[src/rtl/sd_pkg.sv]
// Shared encodings and constants for the SD command-line engine.
package sd_pkg;
  localparam logic [1:0] RESP_NONE = 2'd0;
  localparam logic [1:0] RESP_48   = 2'd1;
  localparam logic [1:0] RESP_136  = 2'd2;

  // x^7 + x^3 + 1, leading term implicit
  localparam logic [6:0] CRC7_POLY = 7'h09;

  localparam int INIT_CYCLES = 74;

  typedef enum logic [2:0] {
    ST_INIT, ST_IDLE, ST_SEND, ST_TURN, ST_WAIT_START, ST_RECV, ST_GAP
  } sd_state_e;

  typedef struct packed {
    logic [1:0] rtype;
    logic       crc_chk;
  } sd_req_t;
endpackage

[src/rtl/sd_crc7.sv]
// Serial CRC7, MSB-first; one bit folded in per enabled cycle.
module sd_crc7 import sd_pkg::*; (
  input  logic       clk,
  input  logic       rst_n,
  input  logic       clr,
  input  logic       en,
  input  logic       bit_in,
  output logic [6:0] crc
);
  logic fb;
  assign fb = bit_in ^ crc[6];

  always_ff @(posedge clk or negedge rst_n) begin
    if (!rst_n)   crc <= '0;
    else if (clr) crc <= '0;
    else if (en)  crc <= {crc[5:0], 1'b0} ^ (fb ? CRC7_POLY : 7'h00);
  end
endmodule

[src/rtl/sd_cmd_engine.sv]
// SD/SDIO command-line engine: divided sd_clk, 48-bit command serialiser with CRC7,
// optional 48/136-bit response capture with CRC check and start-bit timeout.
module sd_cmd_engine import sd_pkg::*; #(
  parameter int CLK_DIV      = 34,
  parameter int RESP_TIMEOUT = 64,
  parameter int NRC_GAP      = 8
) (
  input  logic         clk,
  input  logic         rst_n,
  input  logic         cmd_valid,
  output logic         cmd_ready,
  input  logic [5:0]   cmd_index,
  input  logic [31:0]  cmd_arg,
  input  logic [1:0]   resp_type,
  input  logic         resp_crc_chk,
  output logic         resp_valid,
  output logic [127:0] resp_data,
  output logic         resp_crc_err,
  output logic         resp_timeout,
  output logic         sd_clk,
  output logic         sd_cmd_o,
  output logic         sd_cmd_oe,
  input  logic         sd_cmd_i
);
  localparam logic [15:0] DIV_LAST  = 16'(CLK_DIV - 1);
  localparam logic [15:0] INIT_LAST = 16'(INIT_CYCLES - 1);
  localparam logic [15:0] TO_LAST   = 16'(RESP_TIMEOUT - 1);
  localparam logic [15:0] GAP_LAST  = 16'(NRC_GAP - 1);

  sd_state_e    state;
  sd_req_t      req;
  logic [15:0]  div_cnt, cnt, rx_len;
  logic [47:0]  tx_sr;
  logic [126:0] rx_sr;
  logic [127:0] rx_next;
  logic [6:0]   crc_tx, crc_rx;
  logic         wrap, rise, fall, accept, tx_bit, rx_last, rx_crc_bad;
  logic         tx_crc_en, rx_crc_clr, rx_crc_en;

  assign wrap       = (div_cnt == DIV_LAST);
  assign rise       = wrap && !sd_clk;
  assign fall       = wrap && sd_clk;
  assign accept     = cmd_valid && cmd_ready;
  assign rx_next    = {rx_sr, sd_cmd_i};
  assign rx_len     = (req.rtype == RESP_136) ? 16'd136 : 16'd48;
  assign rx_last    = (cnt == rx_len - 16'd1);
  assign rx_crc_bad = (crc_rx != rx_next[7:1]);
  assign tx_crc_en  = (state == ST_SEND) && fall && (cnt < 16'd40);
  assign rx_crc_clr = (state == ST_TURN);

  // Bits 47..8 come from the shift register, 7..1 from the running CRC, then the end bit.
  always_comb begin
    tx_bit = 1'b1;
    if (cnt < 16'd40)      tx_bit = tx_sr[47];
    else if (cnt < 16'd47) tx_bit = crc_tx[3'(16'd46 - cnt)];
  end

  // R2 CRC skips the start/transmission/reserved byte; the short response covers it.
  always_comb begin
    rx_crc_en = 1'b0;
    if (rise && state == ST_WAIT_START)
      rx_crc_en = !sd_cmd_i && (req.rtype == RESP_48);
    else if (rise && state == ST_RECV)
      rx_crc_en = (req.rtype == RESP_136) ? (cnt >= 16'd8 && cnt < 16'd128) : (cnt < 16'd40);
  end

  sd_crc7 u_crc_tx (.clk(clk), .rst_n(rst_n), .clr(accept), .en(tx_crc_en),
                    .bit_in(tx_sr[47]), .crc(crc_tx));
  sd_crc7 u_crc_rx (.clk(clk), .rst_n(rst_n), .clr(rx_crc_clr), .en(rx_crc_en),
                    .bit_in(sd_cmd_i), .crc(crc_rx));

  always_ff @(posedge clk or negedge rst_n) begin
    if (!rst_n) begin
      state        <= ST_INIT;
      req          <= '0;
      div_cnt      <= '0;
      cnt          <= '0;
      tx_sr        <= '0;
      rx_sr        <= '0;
      sd_clk       <= 1'b0;
      sd_cmd_o     <= 1'b1;
      sd_cmd_oe    <= 1'b0;
      cmd_ready    <= 1'b0;
      resp_valid   <= 1'b0;
      resp_data    <= '0;
      resp_crc_err <= 1'b0;
      resp_timeout <= 1'b0;
    end else begin
      resp_valid <= 1'b0;
      div_cnt    <= wrap ? '0 : div_cnt + 16'd1;
      if (wrap) sd_clk <= !sd_clk;

      case (state)
        ST_INIT: if (rise) begin
          if (cnt == INIT_LAST) begin
            cnt       <= '0;
            cmd_ready <= 1'b1;
            state     <= ST_IDLE;
          end else cnt <= cnt + 16'd1;
        end

        ST_IDLE: if (accept) begin
          cmd_ready   <= 1'b0;
          req.rtype   <= (resp_type == 2'd3) ? RESP_NONE : resp_type;
          req.crc_chk <= resp_crc_chk;
          tx_sr       <= {2'b01, cmd_index, cmd_arg, 8'hFF};
          cnt         <= '0;
          state       <= ST_SEND;
        end

        ST_SEND: begin
          if (fall && cnt < 16'd48) begin
            sd_cmd_oe <= 1'b1;
            sd_cmd_o  <= tx_bit;
            tx_sr     <= {tx_sr[46:0], 1'b0};
            cnt       <= cnt + 16'd1;
          end else if (rise && cnt == 16'd48) begin
            cnt   <= '0;
            state <= ST_TURN;
          end
        end

        ST_TURN: if (fall) begin
          sd_cmd_oe <= 1'b0;
          sd_cmd_o  <= 1'b1;
          cnt       <= '0;
          state     <= (req.rtype == RESP_NONE) ? ST_GAP : ST_WAIT_START;
        end

        // Start bit wins over timeout when both land on the same rise tick.
        ST_WAIT_START: if (rise) begin
          if (!sd_cmd_i) begin
            rx_sr <= rx_next[126:0];
            cnt   <= 16'd1;
            state <= ST_RECV;
          end else if (cnt == TO_LAST) begin
            resp_valid   <= 1'b1;
            resp_timeout <= 1'b1;
            resp_crc_err <= 1'b0;
            cnt          <= '0;
            state        <= ST_GAP;
          end else cnt <= cnt + 16'd1;
        end

        ST_RECV: if (rise) begin
          rx_sr <= rx_next[126:0];
          if (rx_last) begin
            resp_valid   <= 1'b1;
            resp_timeout <= 1'b0;
            resp_crc_err <= req.crc_chk && rx_crc_bad;
            resp_data    <= (req.rtype == RESP_136) ? rx_next : {90'b0, rx_next[45:8]};
            cnt          <= '0;
            state        <= ST_GAP;
          end else cnt <= cnt + 16'd1;
        end

        ST_GAP: if (rise) begin
          if (cnt == GAP_LAST) begin
            cnt       <= '0;
            cmd_ready <= 1'b1;
            state     <= ST_IDLE;
          end else cnt <= cnt + 16'd1;
        end

        default: state <= ST_INIT;
      endcase
    end
  end
endmodule

[config.mk]
export PLATFORM = sky130hd
export DESIGN_NAME = sd_cmd_engine
export DESIGN_NICKNAME = d
export VERILOG_FILES = /design/src/rtl/sd_pkg.sv /design/src/rtl/sd_crc7.sv /design/src/rtl/sd_cmd_engine.sv
export SDC_FILE = /design/constraint.sdc
export NUM_CORES = 1
export LEC_CHECK = 0
export BUFFER_PORTS_ARGS = -buffer_cell sky130_fd_sc_hd__buf_2
export CORE_MARGIN = 2
export CORE_UTILIZATION = 50
export DETAILED_ROUTE_END_ITERATION = 10
export PLACE_DENSITY = 0.71
export SETUP_SLACK_MARGIN = 0.15
export SLEW_MARGIN = 20
export SYNTH_ARGS = -nofsm -noshare
export SYNTH_HDL_FRONTEND = slang
export SYNTH_SLANG_ARGS = --single-unit
[constraint.sdc]
create_clock -name clk -period 2.75 [get_ports clk]
set_input_delay 0.1375 -clock clk [delete_from_list [all_inputs] [get_ports clk]]
set_output_delay 0.1375 -clock clk [all_outputs]
set_load 0.02 [all_outputs]
==> reports/results.txt <==
RSZ-0062 raised after global routing: yes
final instance area: 0.0198 mm²
Post-DRT Antenna Nets: 0
final worst-path cycle share: 1.06
Final Max Tran Viols: 0
Avg WL per Cell: 16.8 µm
Top FF cell, synth: dfrtp_1
Clock Tree Root: clkbuf_16
violated checks: negative setup slack
skew final: 0.0156 ns
H-tree Lvls: 2
die area: 0.0324 mm²
share of post-route cells with drive strength above 1: 0.302
Port-buffer cells: 179
top post-synthesis cells by area: dfrtp_1 (58%), mux2_2 (9.4%), nand2_1 (7.9%)
sequential area share after synthesis: 0.584
Clk Latency, worst-skew pair: 0.52 ns
FF-to-FF setup slack: -0.16 ns
grt ovf: 0
fraction of registers with async set/reset: 1.00
Cell Chain, Critical Path: or4_4 -> or4_4 -> nor3_4 -> a31oi_2 -> or4b_4 -> or4b_4 -> nand3_2
status: finished with violations
# fillers: 2374
Worst Hold Launch: sd_cmd_i
Final min period: 2.91 ns
RD Place Congestion: 0.908
slew margin rel.: 0.508
Fmax achieved: 344 MHz
synthesis-to-layout area growth: 27.8%
FF-to-FF End: state[1]$_DFFE_PN0P_
Final Hold Fails: 0
Yosys cell types: 68
hold depth: 3
power density cells: 545 mW/mm²
r2r startpoint: div_cnt[8]$_DFF_PN0_
Critical Path Start Type: flop
DPL Wire Length: 22.4 mm
crit path kind: flop to flop
cell taking the most area after synthesis: dfrtp_1
Placed Area: 0.0174 mm²
Avg Cell Area, Syn: 10.6 µm²
required time of the critical path: 3.20 ns
Critical-path top delay cell: or4_4
initial antenna violation count: 0
Die Width: 180 µm
Hold Path Class: input port to flop
CP delay by family, top: simple AND/OR/NAND/NOR gates
crit path DAT: 3.36 ns
site row count: 64
total wire length: 36.5 mm
CTS tree: built
n_diodes: 0
vias in the first global route: 11800
synthesized flop and latch total: 362
number of flops mapped to enable cells by yosys: 0
setup ws final: -0.157 ns
DR vias/cell: 5.44
Die Ht: 180 µm
core area: 0.0306 mm²
gr usage total: 0.225
Max Fanout on Critical Path: 4
Worst VDD drop: 456 µV
Max-cap violations: 0
# DRC: 0
initial DRC count: 718
number of CTS-inserted buffers: 39
DR pass1 iterations: 5
clock-pin transition on the worst setup and hold timing paths: 0.06 ns
Critical path origin: div_cnt[8]$_DFF_PN0_
Post-Syn Area: 0.0155 mm²
clock buffer depth: 3
CP max stage delay: 0.54 ns
Worst Setup End Kind: flop
first-pass GRT wire length: 60.9 mm
final setup vio count: 45
Synth top area share: 0.582
Synth Warn #: 0
commonest non-fill, non-tap cell in the layout: dfrtp_1
P_leak: 9.88 nW
R2R depth: 7
Initial Util: 0.507
io pins: 180
Tot Pwr: 0.0108 W
multi-input combinational cell area: 0.00632 mm²
clock sinks: 362
Post-Place Worst Slack: -0.315 ns
Cells after Synth: 1464
Worst Hold Path EP: resp_data[0]$_DFFE_PN0P_
Buf+Inv Stages, Crit Path: 0
syn_nets: 1515
Via Count: 11800
commonest cells after routing, fill and taps aside: dfrtp_1 (360), nand2_1 (327), buf_2 (178), o21ai_0 (140), mux2_2 (129)
largest net degree at the start of global routing: 133
Worst Max-Slew Pin Slew: 0.736 ns
Reg area: 0.00906 mm²
# nets final: 1798
worst reg2reg max path, delay by kind of cell (launching register included):
family / cells / cell delay (ns)
flops: 1 / 0.38
simple gates: 6 / 2.35
compound gates: 1 / 0.11
power breakdown:
group / internal [W] / switching [W] / total (W)
Clock: 0.00321 / 0.00206 / 0.00527
Combinational: 0.0000816 / 0.000130 / 0.000212
Sequential: 0.00533 / 0 / 0.00533
Total: 0.00862 / 0.00219 / 0.0108
per-layer routing:
metal  up-vias  share of wire  GRT usage
met1      5788           0.44      0.314
met3        65          0.057     0.0384
li1       5590              -          -
met4         0          0.019     0.0577
met5         -              0          0
met2       359           0.48      0.369
area by class of cell:
| type | instances | area share |
|---|---|---|
| well taps | 396 | 0.0250 |
| repair buffers | 334 | 0.131 |
| flip-flops and latches | 362 | 0.457 |
| clock buffers | 58 | 0.0589 |
| inverters | 17 | 0.00322 |
| clock inverters | 8 | 0.00669 |
| multi-input cells | 993 | 0.319 |
registers in the layout, summed over array words and instances, names as in the netlist:
name          count
div_cnt          16
resp_crc_err      1
cmd_ready         1
tx_sr            48
u_crc_tx.crc      7
rx_sr           127
resp_valid        1
state             3
sd_cmd_o          1
resp_timeout      1
req               3
sd_clk            1
resp_data       128
sd_cmd_oe         1
u_crc_rx.crc      7
cnt              16
repair_timing:
action                                  CTS  global route
endpoints found under the setup margin   95           104
gates resized for setup                  50            27
gates cloned                              8             1
pin swaps                                 9             9
setup buffers                            17             2
hold endpoints to repair                116             0
hold buffers                             43             0
how the worst max path moves through the flow:
stage                                 to  slack, ns  depth (start not counted)
finish              state[1]$_DFFE_PN0P_      -0.16                          7
global route        state[1]$_DFFE_PN0P_      -0.20                          7
CTS                 state[1]$_DFFE_PN0P_      -0.11                          7
detailed placement    cnt[3]$_DFFE_PN0P_      -0.32                          9
global placement    state[1]$_DFFE_PN0P_      -0.20                          7
floorplan           state[1]$_DFFE_PN0P_      -0.17                          8
kinds of logic after synthesis:
group                      count (synthesis)  share of synthesized area
muxes                                    180                      0.127
AOI/OAI and AO/OA                        270                      0.101
buffers and inverters                    109                     0.0276
xor gates and xnor gates                  25                     0.0141
adders and majority gates                  6                    0.00484
and+or+nand+nor                          512                      0.141
DFF                                      362                      0.584
through the flow:
| step | hold WS, ns | utilization | cells | TNS (ns) |
|---|---|---|---|---|
| after floorplan | -0.158 | - | 1464 | -4.41 |
| after global placement | 0.194 | 0.569 | 2031 | -8.96 |
| after detailed placement | 0.200 | 0.569 | 2031 | -12.76 |
| after CTS | 0.0484 | 0.643 | 2165 | -0.560 |
| after global routing | 0.122 | 0.648 | 2168 | -6.25 |
| final | 0.0755 | 0.648 | 2168 | -1.58 |
Yosys cell counts, types with 2 or more instances:
library cell / n
a2111oi_0: 2
a21boi_0: 2
a21o_1: 4
a21oi_1: 26
a22o_1: 12
a22oi_1: 3
a31oi_1: 41
and2_1: 3
and3_1: 10
and3b_1: 2
buf_1: 2
buf_2: 9
clkbuf_1: 80
dfrtp_1: 361
ha_1: 6
inv_1: 17
mux2_2: 129
mux2i_1: 50
nand2_1: 328
nand2b_1: 2
nand3_1: 19
nand3b_1: 2
nand4_1: 6
nor2_1: 96
nor2b_1: 8
nor3_1: 8
nor3b_1: 2
nor4_1: 6
nor4_2: 2
nor4b_1: 3
o2111ai_1: 2
o21a_1: 3
o21ai_0: 154
o31ai_1: 4
o41ai_1: 2
or4_1: 3
xnor2_1: 13
xor2_1: 12
(Power assumes the default switching activity.)
